==> src/rtl/stream_sma_pipe_pkg.sv <==
// Width and constant helpers shared by the moving-average blocks.
// The reciprocal constant is evaluated at elaboration only.
package sma_pkg;

  localparam int MAX_WINDOW = 1024;
  localparam int PTR_MAX_W  = $clog2(MAX_WINDOW);

  // Sized for the largest window; narrower windows slice the low bits.
  typedef logic [PTR_MAX_W-1:0] ptr_t;
  typedef logic [PTR_MAX_W:0]   cnt_t;

  function automatic int sma_sum_w(input int data_w, input int window);
    return data_w + $clog2(window);
  endfunction

  function automatic int sma_shift(input int in_w, input int divisor);
    return in_w + $clog2(divisor);
  endfunction

  // ceil(2^shift / divisor); shift stays below 63 for every legal width.
  function automatic logic [63:0] sma_recip(input int shift, input int divisor);
    logic [63:0] num;
    num = 64'd1 << shift;
    return (num + 64'(divisor) - 64'd1) / 64'(divisor);
  endfunction

endpackage

==> src/rtl/stream_sma_pipe_if.sv <==
// Sample stream in, averaged stream out; no backpressure on either side.
interface stream_sma_pipe_if #(
  parameter int DATA_W = 8
) ();
  logic              in_valid;
  logic [DATA_W-1:0] in_data;
  logic              out_valid;
  logic [DATA_W-1:0] out_data;
  logic              out_full;

  modport master (
    output in_valid, in_data,
    input  out_valid, out_data, out_full
  );

  modport slave (
    input  in_valid, in_data,
    output out_valid, out_data, out_full
  );
endinterface

==> src/rtl/stream_sma_pipe_const_div_pipe.sv <==
// Two-stage floor division by a constant: multiply by a rounded-up reciprocal,
// then shift. Exact for every IN_W-bit numerator. A sideband rides along.
module const_div_pipe
  import sma_pkg::*;
#(
  parameter int IN_W    = 10,
  parameter int DIVISOR = 4,
  parameter int OUT_W   = IN_W,
  parameter int SIDE_W  = 1
) (
  input  logic              clk,
  input  logic              rst,
  input  logic              clr,
  input  logic              in_valid,
  input  logic [IN_W-1:0]   in_data,
  input  logic [SIDE_W-1:0] in_side,
  output logic              out_valid,
  output logic [OUT_W-1:0]  out_data,
  output logic [SIDE_W-1:0] out_side
);

  localparam int SHIFT   = sma_shift(IN_W, DIVISOR);
  localparam int RECIP_W = SHIFT + 1;
  localparam int PROD_W  = IN_W + RECIP_W;
  localparam logic [RECIP_W-1:0] RECIP = RECIP_W'(sma_recip(SHIFT, DIVISOR));

  logic [PROD_W-1:0] prod_reg;
  logic [PROD_W-1:0] prod_next;
  logic [SIDE_W-1:0] side_reg;
  logic              valid_reg;

  assign prod_next = PROD_W'(in_data) * PROD_W'(RECIP);

  // Data registers carry no reset; only the valid bits gate the output.
  always_ff @(posedge clk) begin
    prod_reg <= prod_next;
    side_reg <= in_side;
  end

  always_ff @(posedge clk) begin
    if (rst || clr) begin
      valid_reg <= 1'b0;
      out_valid <= 1'b0;
      out_data  <= '0;
      out_side  <= '0;
    end else begin
      valid_reg <= in_valid;
      out_valid <= valid_reg;
      out_data  <= OUT_W'(prod_reg >> SHIFT);
      out_side  <= side_reg;
    end
  end

endmodule

==> src/rtl/stream_sma_pipe.sv <==
// Streaming simple moving average: ring buffer plus running sum, followed by
// a constant-divisor pipeline. Three cycles from sample to result.
module stream_sma_pipe
  import sma_pkg::*;
#(
  parameter int DATA_W = 8,
  parameter int WINDOW = 4
) (
  input  logic             clk,
  input  logic             rst,
  input  logic             clr,
  stream_sma_pipe_if.slave s
);

  localparam int   SUM_W    = sma_sum_w(DATA_W, WINDOW);
  localparam int   PTR_W    = $clog2(WINDOW);
  localparam ptr_t LAST     = ptr_t'(WINDOW - 1);
  localparam cnt_t FULL_CNT = cnt_t'(WINDOW);

  logic [DATA_W-1:0] mem [WINDOW];
  logic [DATA_W-1:0] old_reg;
  logic [DATA_W-1:0] evicted;
  ptr_t              wptr_reg;
  ptr_t              wptr_next;
  cnt_t              cnt_reg;
  cnt_t              cnt_next;
  logic [SUM_W-1:0]  sum_reg;
  logic [SUM_W-1:0]  sum_next;
  logic              valid_reg;
  logic              full_s1;
  logic              accept;

  assign accept  = s.in_valid && !rst && !clr;
  assign full_s1 = (cnt_reg == FULL_CNT);

  // Until the window has filled, the slot being overwritten was never written
  // since the last flush, so it counts as zero. This lets the RAM skip a reset.
  always_comb begin
    wptr_next = (wptr_reg == LAST) ? '0 : wptr_reg + ptr_t'(1);
    evicted   = full_s1 ? old_reg : '0;
    sum_next  = sum_reg + SUM_W'(s.in_data) - SUM_W'(evicted);
    cnt_next  = full_s1 ? cnt_reg : cnt_reg + cnt_t'(1);
  end

  // Registered read prefetches the slot that the next accepted sample replaces.
  always_ff @(posedge clk) begin
    if (accept) begin
      mem[wptr_reg[PTR_W-1:0]] <= s.in_data;
      old_reg                  <= mem[wptr_next[PTR_W-1:0]];
    end
  end

  always_ff @(posedge clk) begin
    if (rst || clr) begin
      wptr_reg  <= '0;
      cnt_reg   <= '0;
      sum_reg   <= '0;
      valid_reg <= 1'b0;
    end else begin
      valid_reg <= s.in_valid;
      if (s.in_valid) begin
        wptr_reg <= wptr_next;
        cnt_reg  <= cnt_next;
        sum_reg  <= sum_next;
      end
    end
  end

  const_div_pipe #(
    .IN_W    (SUM_W),
    .DIVISOR (WINDOW),
    .OUT_W   (DATA_W),
    .SIDE_W  (1)
  ) u_div (
    .clk       (clk),
    .rst       (rst),
    .clr       (clr),
    .in_valid  (valid_reg),
    .in_data   (sum_reg),
    .in_side   (full_s1),
    .out_valid (s.out_valid),
    .out_data  (s.out_data),
    .out_side  (s.out_full)
  );

endmodule

==> src/flat_wrapper.sv <==
// flat-port wrapper written by rule: the top's interface ports become plain ports
module stream_sma_pipe_flat import sma_pkg::*;
#(
  parameter int DATA_W = 8,
  parameter int WINDOW = 4
)
  (clk, rst, clr, s_in_valid, s_in_data, s_out_valid, s_out_data, s_out_full);
  stream_sma_pipe_if #(.DATA_W(DATA_W)) s_i ();
  input  logic clk;
  input  logic rst;
  input  logic clr;
  input wire logic [$bits(s_i.in_valid)-1:0] s_in_valid;
  input wire logic [$bits(s_i.in_data)-1:0] s_in_data;
  output wire logic [$bits(s_i.out_valid)-1:0] s_out_valid;
  output wire logic [$bits(s_i.out_data)-1:0] s_out_data;
  output wire logic [$bits(s_i.out_full)-1:0] s_out_full;
  assign s_i.in_valid = s_in_valid;
  assign s_i.in_data = s_in_data;
  assign s_out_valid = s_i.out_valid;
  assign s_out_data = s_i.out_data;
  assign s_out_full = s_i.out_full;
  stream_sma_pipe #(.DATA_W(DATA_W), .WINDOW(WINDOW)) u_core (.clk(clk), .rst(rst), .clr(clr), .s(s_i));
endmodule
==> config.mk <==
export PLATFORM = sky130hd
export DESIGN_NAME = stream_sma_pipe_flat
export DESIGN_NICKNAME = d
export VERILOG_FILES = /design/src/rtl/stream_sma_pipe_pkg.sv /design/src/rtl/stream_sma_pipe_if.sv /design/src/rtl/stream_sma_pipe_const_div_pipe.sv /design/src/rtl/stream_sma_pipe.sv /design/src/flat_wrapper.sv
export SDC_FILE = /design/constraint.sdc
export NUM_CORES = 1
export LEC_CHECK = 0
export CAP_MARGIN = 20
export CORE_MARGIN = 2
export CORE_UTILIZATION = 35
export CTS_BUF_LIST = sky130_fd_sc_hd__clkbuf_2 sky130_fd_sc_hd__clkbuf_4 sky130_fd_sc_hd__clkbuf_8
export DETAILED_ROUTE_END_ITERATION = 10
export PLACE_DENSITY = 0.48
export SLEW_MARGIN = 10
export SYNTH_ARGS = -nofsm -noshare
export SYNTH_HDL_FRONTEND = slang
export SYNTH_HIERARCHICAL = 1
export SYNTH_SLANG_ARGS = --single-unit
==> constraint.sdc <==
create_clock -name clk -period 3.9 [get_ports clk]
set_input_delay 0.39 -clock clk [delete_from_list [all_inputs] [get_ports clk]]
set_output_delay 0.39 -clock clk [all_outputs]
set_load 0.005 [all_outputs]
==> results of run 1 <==
[per-stage QoR]
step | std cells | util (%) | hold slack [ns] | power, mW | setup slack [ns]
after floorplan | 359 | - | 0.331 | 1.22 | 0.777
after global placement | 517 | 39.3 | 0.341 | 1.28 | 0.522
after detailed placement | 517 | 39.3 | 0.340 | 1.28 | 0.464
after CTS | 533 | 40.9 | 0.358 | 1.89 | 0.443
after global routing | 533 | 40.9 | 0.363 | 1.96 | 0.173
final | 533 | 40.9 | 0.357 | 1.86 | 0.480
[critical path: stages, from the launching register on]
cell	delay, ns
dfxtp_1	0.36
nor4b_1	0.30
and4b_1	0.45
and2_1	0.20
fa_1	0.46
fa_1	0.44
nor2b_1	0.16
o21ai_0	0.11
a21boi_0	0.34
o21ai_0	0.17
mux2i_1	0.17
o311ai_0	0.13
[cell type report]
class	count	area, um2	area share [%]
clock inverters	7	58.8	1.26
flip-flops and latches	92	2240	47.9
multi-input cells	213	1670	35.6
well taps	143	179	3.82
clock buffers	9	124	2.64
repair buffers	27	255	5.45
inverters	42	158	3.37
[routing by layer]
metal  share of wire (%)  GRT usage (%)  wire, um  up-vias
li1                    -              -         -     1281
met1                  53           17.4      3800     1138
met2                  42           17.8      3010       37
met3                 3.0           2.89       211       10
met4                 1.8           6.10       129        0
met5                   0              0         0        -
[kinds of logic (layout without fill, tap and decap cells)]
logic type,count (synthesis),after routing,share of synthesized area [%]
AO/OA/AOI/OAI,31,31,4.75
XOR/XNOR,19,19,4.02
adder cells (fa/ha/maj),24,24,8.71
buffers and inverters,54,85,5.47
flip-flops,92,92,54.2
multiplexers,30,30,7.26
AND/OR/NAND/NOR,109,109,15.6
[cells in the final DEF, fill, tap and decap left out, drive strengths merged, types with 10 or more instances in the layout]
cell type	Yosys	routed
nand2	11	11
mux2i	30	30
inv	42	45
clkdlybuf4s50	0	21
dfxtp	52	52
ha	16	16
edfxtp	40	40
nor2	36	36
xnor2	10	10
nor3b	12	12
[path summary, 6_finish.rpt]
path / start / end / slack (ns)
worst max-delay path: u_core/cnt_reg[3] / u_core/sum_reg[6] / 0.48
worst max register to register: u_core/cnt_reg[3] / u_core/sum_reg[6] / 0.48
worst min-delay path: u_core/sum_reg[3] / u_core/u_div/prod_reg[13] / 0.36
worst min register to register: u_core/sum_reg[3] / u_core/u_div/prod_reg[13] / 0.36
[power by group through the flow]
stage	combinational [mW]	clock, mW	sequential [mW]
finish	0.224	0.601	1.04
global route	0.254	0.667	1.04
CTS	0.225	0.630	1.04
detailed placement	0.224	0	1.06
global placement	0.223	0	1.06
floorplan	0.165	0	1.06
==> flow_summary.ini, run 1 <==
[clock_tree]
cts_setup_buffers = 0
root_buffer = clkbuf_8
cts_sinks = 92
cts_resized = 0
ctsHoldBuffers = 0
insertion_delay_ns = 0.37
ctsLongestPathBuffers = 2
numCtsBuffers = 9
tritoncts = done
htree_levels = 3
cts.clk_slew.worst_paths_ns = 0.10

[synthesis]
synth-seq-cells = 92
syn_area_um2 = 4140
synth_edf_count = 40
synthCells = 359
synth-main-ff-cell = dfxtp_1
syn_area_per_cell_um2 = 11.5
synth_nets = 395
synthDominantCellAreaShare_pct = 29.0
yosys.area.top_type = edfxtp_1
synthArstFlopShare_pct = 0
yosysSeqAreaShare_pct = 54.2
synth_commonest_cells = dfxtp_1 (52), inv_1 (42), edfxtp_1 (40)
netlist-cell-type-count = 45
ys_top_cells_by_area = edfxtp_1 (29%), dfxtp_1 (25%), mux2i_1 (7.3%), ha_1 (4.8%), fa_1 (3.9%)
yosysMostFrequentCell = dfxtp_1
yosysWarnings = 6

[power]
p_leak_nw = 1.74
pwr_density_cell_nw_per_um2 = 397
switching_share_pct = 26.5
pwr-share-clk_pct = 32.3
p_int_mw = 1.37
power_switching_uw = 493
power_frac_seq_pct = 55.7
combPwrFrac_pct = 12.0
vdd_drop_max_v = 0.000242

[global_routing]
grt_pass1_vias = 2402
antenna_found_initial = 0
grt_use_total_pct = 12.3
grt_pass1_wl_um = 12200
grt_max_degree = 27
gr-total-overflow = 0

[timing]
slew_viol_final = 0
worst_slew_pin_slew_ns = 0.799
finalHoldViolCount = 0
fmax_ghz = 0.292
period_share_pct = 87.7
period_needed_ns = 3.42
setup-tns-final_ns = 0
setup_viol = 0
skew_ns = 0.00615
relSlewSlack_pct = 46.5
rsz0062_at_grt = no

[drt]
wl_per_cell_um = 13.4
vias_per_cell = 4.63
drc_errors = 0
ant_nets = 0
via_count = 2466
wl_um = 7150
first_pass_iters = 4
drt_iter0_drc = 112

[final_layout]
fin_area_um2 = 4680
layout-drive-gt1-share_pct = 8.72
fillers = 1089
finalNetCount = 421
antenna_cells = 0
syn2layout_area_growth_pct = 13.2
largest_reg_flops = 32

[die]
ios = 22
start_util_pct = 36.1
dieArea_um2 = 12700
core-area_um2 = 11500
rows = 39
die_h_um = 113
die_w_um = 113

[setup_path]
cp.required_ns = 4.13
end_kind = flip-flop
critical_path_class = reg2reg
crit_path_start_kind = flip-flop
crit_fanout = 11
ff2ff_path_depth = 11
arrival_ns = 3.65

[hold_path]
hp-class = reg2reg
hold_depth = 0

[placement]
dpl-instance-area_um2 = 4500
post-dp-hpwl_um = 5090
port_buffers = 21
gp_congestion = 0.786

[outcome]
status = finished, final reports clean

[run]
maxCapViolations = 0
No activity file was read; power rests on OpenSTA's default activity.
==> run 2: changes to the inputs <==
==> constraint.sdc (replaced) <==
create_clock -name clk -period 3.45 [get_ports clk]
set_input_delay 0.345 -clock clk [delete_from_list [all_inputs] [get_ports clk]]
set_output_delay 0.345 -clock clk [all_outputs]
set_load 0.01 [all_outputs]
==> flow_summary.ini, run 2 (synthesis results as in run 1) <==
[timing]
skew_ns = 0.00962
rsz0062_at_grt = no
fin_hold_ws_ns = 0.363
period_share_pct = 92.9
setup-tns-final_ns = 0
fmax_ghz = 0.312
setup_viol = 0
slew_viol_final = 0
worst_slew_pin_slew_ns = 0.640
relSlewSlack_pct = 57.3
period_needed_ns = 3.21
finalHoldViolCount = 0

[die]
start_util_pct = 36.1
core-area_um2 = 11500
dieArea_um2 = 12700
die_w_um = 113
die_h_um = 113
rows = 39
ios = 22

[setup_path]
path_cells = inv_1, ha_1, and4b_2, buf_4, and2_1, fa_1, inv_1, ha_1, a21oi_1, o221ai_1, a221oi_2, mux2i_1, xnor2_1, nor2_1
end_kind = flip-flop
cp.required_ns = 3.71
cp_slowest_cell = fa_1
cp_top_family = adder cells
crit_path_start_kind = flip-flop
crit_fanout = 6
path_buf_inv = 3
arrival_ns = 3.46
critical_path_class = reg2reg
slowest_delay_ns = 0.47

[clock_tree]
cts_resized = 0
htree_levels = 3
numCtsBuffers = 9
ctsHoldBuffers = 0
cts_setup_buffers = 0
root_buffer = clkbuf_8
cts_sinks = 92
insertion_delay_ns = 0.36
ctsLongestPathBuffers = 2
tritoncts = done
cts.clk_slew.worst_paths_ns = 0.09

[final_layout]
antenna_cells = 0
finalNetCount = 427
post-route-util_pct = 41.5
fillers = 1102
layout-drive-gt1-share_pct = 11.4
largest_reg_flops = 32
fin_area_um2 = 4760
syn2layout_area_growth_pct = 15.1
final_common_cell = dfxtp_1
final_cell_mix = dfxtp_1 (52), inv_1 (42), edfxtp_1 (40), nor2_1 (35), mux2i_1 (30)

[drt]
via_count = 2502
ant_nets = 0
wl_um = 7200
wl_per_cell_um = 13.3
drt_iter0_drc = 99
first_pass_iters = 4
vias_per_cell = 4.64
drc_errors = 0

[global_routing]
antenna_found_initial = 0
grt_pass1_wl_um = 12500
gr-total-overflow = 0
grt_pass1_vias = 2542
grt_use_total_pct = 12.6
grt_max_degree = 27

[power]
pwr_density_cell_nw_per_um2 = 451
total_power_mw = 2.15
vdd_drop_max_v = 0.000232
p_leak_nw = 1.78

[placement]
dpl-instance-area_um2 = 4550
post-dp-hpwl_um = 5190
port_buffers = 21
gp_congestion = 0.802

[outcome]
status = finished, final reports clean

[run]
maxCapViolations = 0

[hold_path]
hp-class = reg2reg
[run 2: metal layers]
layer / wire length [um] / track usage [%] / up-vias / part of all wire (%)
met5: 0 / 0 / - / 0
met1: 3710 / 17.0 / 1165 / 52
met3: 252 / 3.16 / 9 / 3.5
met2: 3080 / 18.8 / 31 / 43
li1: - / - / 1297 / -
met4: 155 / 6.42 / 0 / 2.2
[run 2: worst paths after layout]
path	start	depth (start not counted)	slack [ns]	endpoint
hold / removal	u_core/sum_reg[3]	0	0.36	u_core/u_div/prod_reg[13]
hold reg to reg	u_core/sum_reg[3]	0	0.36	u_core/u_div/prod_reg[13]
setup / recovery	u_core/cnt_reg[1]	14	0.24	u_core/sum_reg[9]
setup reg to reg	u_core/cnt_reg[1]	14	0.24	u_core/sum_reg[9]
[run 2: worst reg2reg max path: stages, from the launching register on]
cell      delay (ns)
dfxtp_1         0.38
inv_1           0.05
ha_1            0.16
and4b_2         0.23
buf_4           0.16
and2_1          0.16
fa_1            0.47
inv_1           0.04
ha_1            0.34
a21oi_1         0.18
o221ai_1        0.16
a221oi_2        0.32
mux2i_1         0.25
xnor2_1         0.13
nor2_1          0.05
[run 2: metrics by stage]
| stage | worst slack [ns] | instances |
|---|---|---|
| floorplan | 0.327 | 359 |
| global placement | 0.151 | 523 |
| detailed placement | 0.116 | 523 |
| CTS | 0.156 | 539 |
| global route | 0.0197 | 539 |
| finish | 0.244 | 539 |
[run 2: power by group]
group / internal, mW / switching, mW / total, mW
logic: 0.117 / 0.144 / 0.261
clock network: 0.342 / 0.376 / 0.718
registers: 1.16 / 0.0100 / 1.17
[run 2: final cells by class]
type                            count  area (um2)  area share [%]
Inverter                           42         158            3.31
Multi-Input combinational cell    213        1690            35.4
Clock inverter                      6        65.1            1.37
Timing Repair Buffer               33         300            6.31
Tap cell                          143         179            3.76
Sequential cell                    92        2240            47.1
Clock buffer                       10         131            2.76
==> run 3: changes to the inputs <==
--- a/config.mk
+++ b/config.mk
@@ -10,9 +10,9 @@
 export CORE_UTILIZATION = 35
 export CTS_BUF_LIST = sky130_fd_sc_hd__clkbuf_2 sky130_fd_sc_hd__clkbuf_4 sky130_fd_sc_hd__clkbuf_8
 export DETAILED_ROUTE_END_ITERATION = 10
+export MAX_ROUTING_LAYER = met4
 export PLACE_DENSITY = 0.48
 export SLEW_MARGIN = 10
 export SYNTH_ARGS = -nofsm -noshare
 export SYNTH_HDL_FRONTEND = slang
-export SYNTH_HIERARCHICAL = 1
 export SYNTH_SLANG_ARGS = --single-unit
==> flow_summary.ini, run 3 <==
[synthesis]
yosys.area.top_type = edfxtp_1
yosysWarnings = 0
synthDominantCellAreaShare_pct = 28.8
syn_area_per_cell_um2 = 11.1
synth_nets = 412
yosysMostFrequentCell = dfxtp_1
synth_edf_count = 40
netlist-cell-type-count = 48
synth-main-ff-cell = dfxtp_1
synth-seq-cells = 92
synthArstFlopShare_pct = 0
synthCells = 376
ys_top_cells_by_area = edfxtp_1 (29%), dfxtp_1 (25%), mux2i_1 (6.7%), ha_1 (4.8%), inv_1 (3.9%)
syn_area_um2 = 4180
synth_commonest_cells = dfxtp_1 (52), inv_1 (43), edfxtp_1 (40)
yosysSeqAreaShare_pct = 53.7

[timing]
period_share_pct = 96.7
skew_ns = 0.0114
slew_viol_final = 0
setup_viol = 0
fmax_ghz = 0.300
relSlewSlack_pct = 53.1
period_needed_ns = 3.34
worst_slew_pin_slew_ns = 0.703
finalHoldViolCount = 0

[final_layout]
final_common_cell = dfxtp_1
layout-drive-gt1-share_pct = 8.11
final_cell_mix = dfxtp_1 (52), inv_1 (43), edfxtp_1 (40), nor2_1 (37), mux2i_1 (28)
fillers = 1134
syn2layout_area_growth_pct = 13.8
fin_cells = 550
antenna_cells = 0
post-route-util_pct = 41.3
seq_area_um2 = 2240
multi_input_area_um2 = 1740
largest_reg_flops = 32
finalNetCount = 438

[clock_tree]
cts_sinks = 92
tritoncts = done
ctsLongestPathBuffers = 2
ctsHoldBuffers = 0
insertion_delay_ns = 0.38
htree_levels = 3
numCtsBuffers = 9
cts.clk_slew.worst_paths_ns = 0.10
root_buffer = clkbuf_8

[setup_path]
crit_start = u_core.cnt_reg[6]
cp_slowest_cell = fa_1
reg2reg_slack_ns = 0.11
slowest_delay_ns = 0.47
crit_fanout = 9
cp_top_family = simple AND/OR/NAND/NOR gates
arrival_ns = 3.66
path_buf_inv = 0
crit_path_start_kind = flip-flop
r2r-end = u_core.sum_reg[6]
cp.required_ns = 3.77
path_cells = nor4_4, and4_4, and2_1, fa_1, fa_1, nor2b_2, o31a_1, o21ai_0, a2111oi_1, a311o_1
ff2ff_path_depth = 10
critical_path_class = reg2reg
crit_top_cell = fa_1
end_kind = flip-flop
r2r_start = u_core.cnt_reg[6]
cp.depth = 10
cp-endpoint = u_core.sum_reg[6]

[die]
core-area_um2 = 11500
die_h_um = 113
die_w_um = 113
ios = 22
rows = 39
dieArea_um2 = 12800
start_util_pct = 36.3

[global_routing]
antenna_found_initial = 0
grt_pass1_vias = 2650
grt_pass1_wl_um = 13000
gr-total-overflow = 0
grt_use_total_pct = 13.7
grt_max_degree = 31

[drt]
first_pass_iters = 4
drt_iter0_drc = 99
vias_per_cell = 4.81
via_count = 2648
wl_per_cell_um = 14.1
wl_um = 7740
ant_nets = 0
drc_errors = 0

[placement]
post-dp-hpwl_um = 5300
gp_congestion = 0.805
dp.cells = 534
port_buffers = 21

[hold_path]
min_from = u_core.sum_reg[7]
hp-class = reg2reg

[outcome]
status = finished, final reports clean

[power]
p_leak_nw = 1.78
vdd_drop_max_v = 0.000255
pwr_density_cell_nw_per_um2 = 443

[run]
maxCapViolations = 0
[run 3: how the worst min path moves through the flow]
stage | end | depth (start not counted)
floorplan | u_core.u_div.prod_reg[15] | 0
global placement | u_core.u_div.prod_reg[17] | 0
detailed placement | u_core.u_div.prod_reg[17] | 0
CTS | u_core.u_div.prod_reg[17] | 0
global route | u_core.u_div.prod_reg[17] | 0
finish | u_core.u_div.prod_reg[17] | 0
[run 3: logic make-up after synthesis]
logic type / Yosys count / share of synthesized area, %
adders and majority gates: 24 / 8.63
AOI/OAI and AO/OA: 34 / 5.75
and+or+nand+nor: 123 / 15.4
xor gates and xnor gates: 19 / 3.98
DFF: 92 / 53.7
muxes: 29 / 6.98
buffers and inverters: 55 / 5.57
[run 3: what timing repair did]
action                                  in CTS  in global routing
endpoints found under the setup margin       2                  5
gates resized for setup                      1                  5
buffers inserted                             0                  0
[run 3: final cells by class]
class	instances	share of cell area [%]
Sequential cell	92	47.1
Clock buffer	10	2.76
Inverter	43	3.39
Tap cell	143	3.76
Timing Repair Buffer	27	5.37
Clock inverter	6	1.05
Multi-Input combinational cell	229	36.5
[run 3: through the flow]
stage / cell area (um2) / worst slack, ns / total power [mW] / setup TNS (ns) / hold slack [ns]
floorplan: 4180 / 0.265 / 1.38 / 0 / 0.331
CTS: 4730 / 0.00140 / 2.13 / 0 / 0.361
finish: 4760 / 0.114 / 2.11 / 0 / 0.360
global placement: 4540 / 0.121 / 1.45 / 0 / 0.342
detailed placement: 4540 / 0.000497 / 1.45 / 0 / 0.340
global route: 4760 / -0.134 / 2.21 / -0.134 / 0.366
[run 3: power breakdown]
part / internal, mW / switching (mW)
clock network: 0.276 / 0.406
logic: 0.104 / 0.147
registers: 1.16 / 0.0125
total: 1.54 / 0.565
[run 3: layer usage]
layer  global-route usage (%)  wire length, um
met5                        -                0
met4                     6.50              182
met3                     4.28              288
met2                     19.6             3340
met1                     17.7             3930
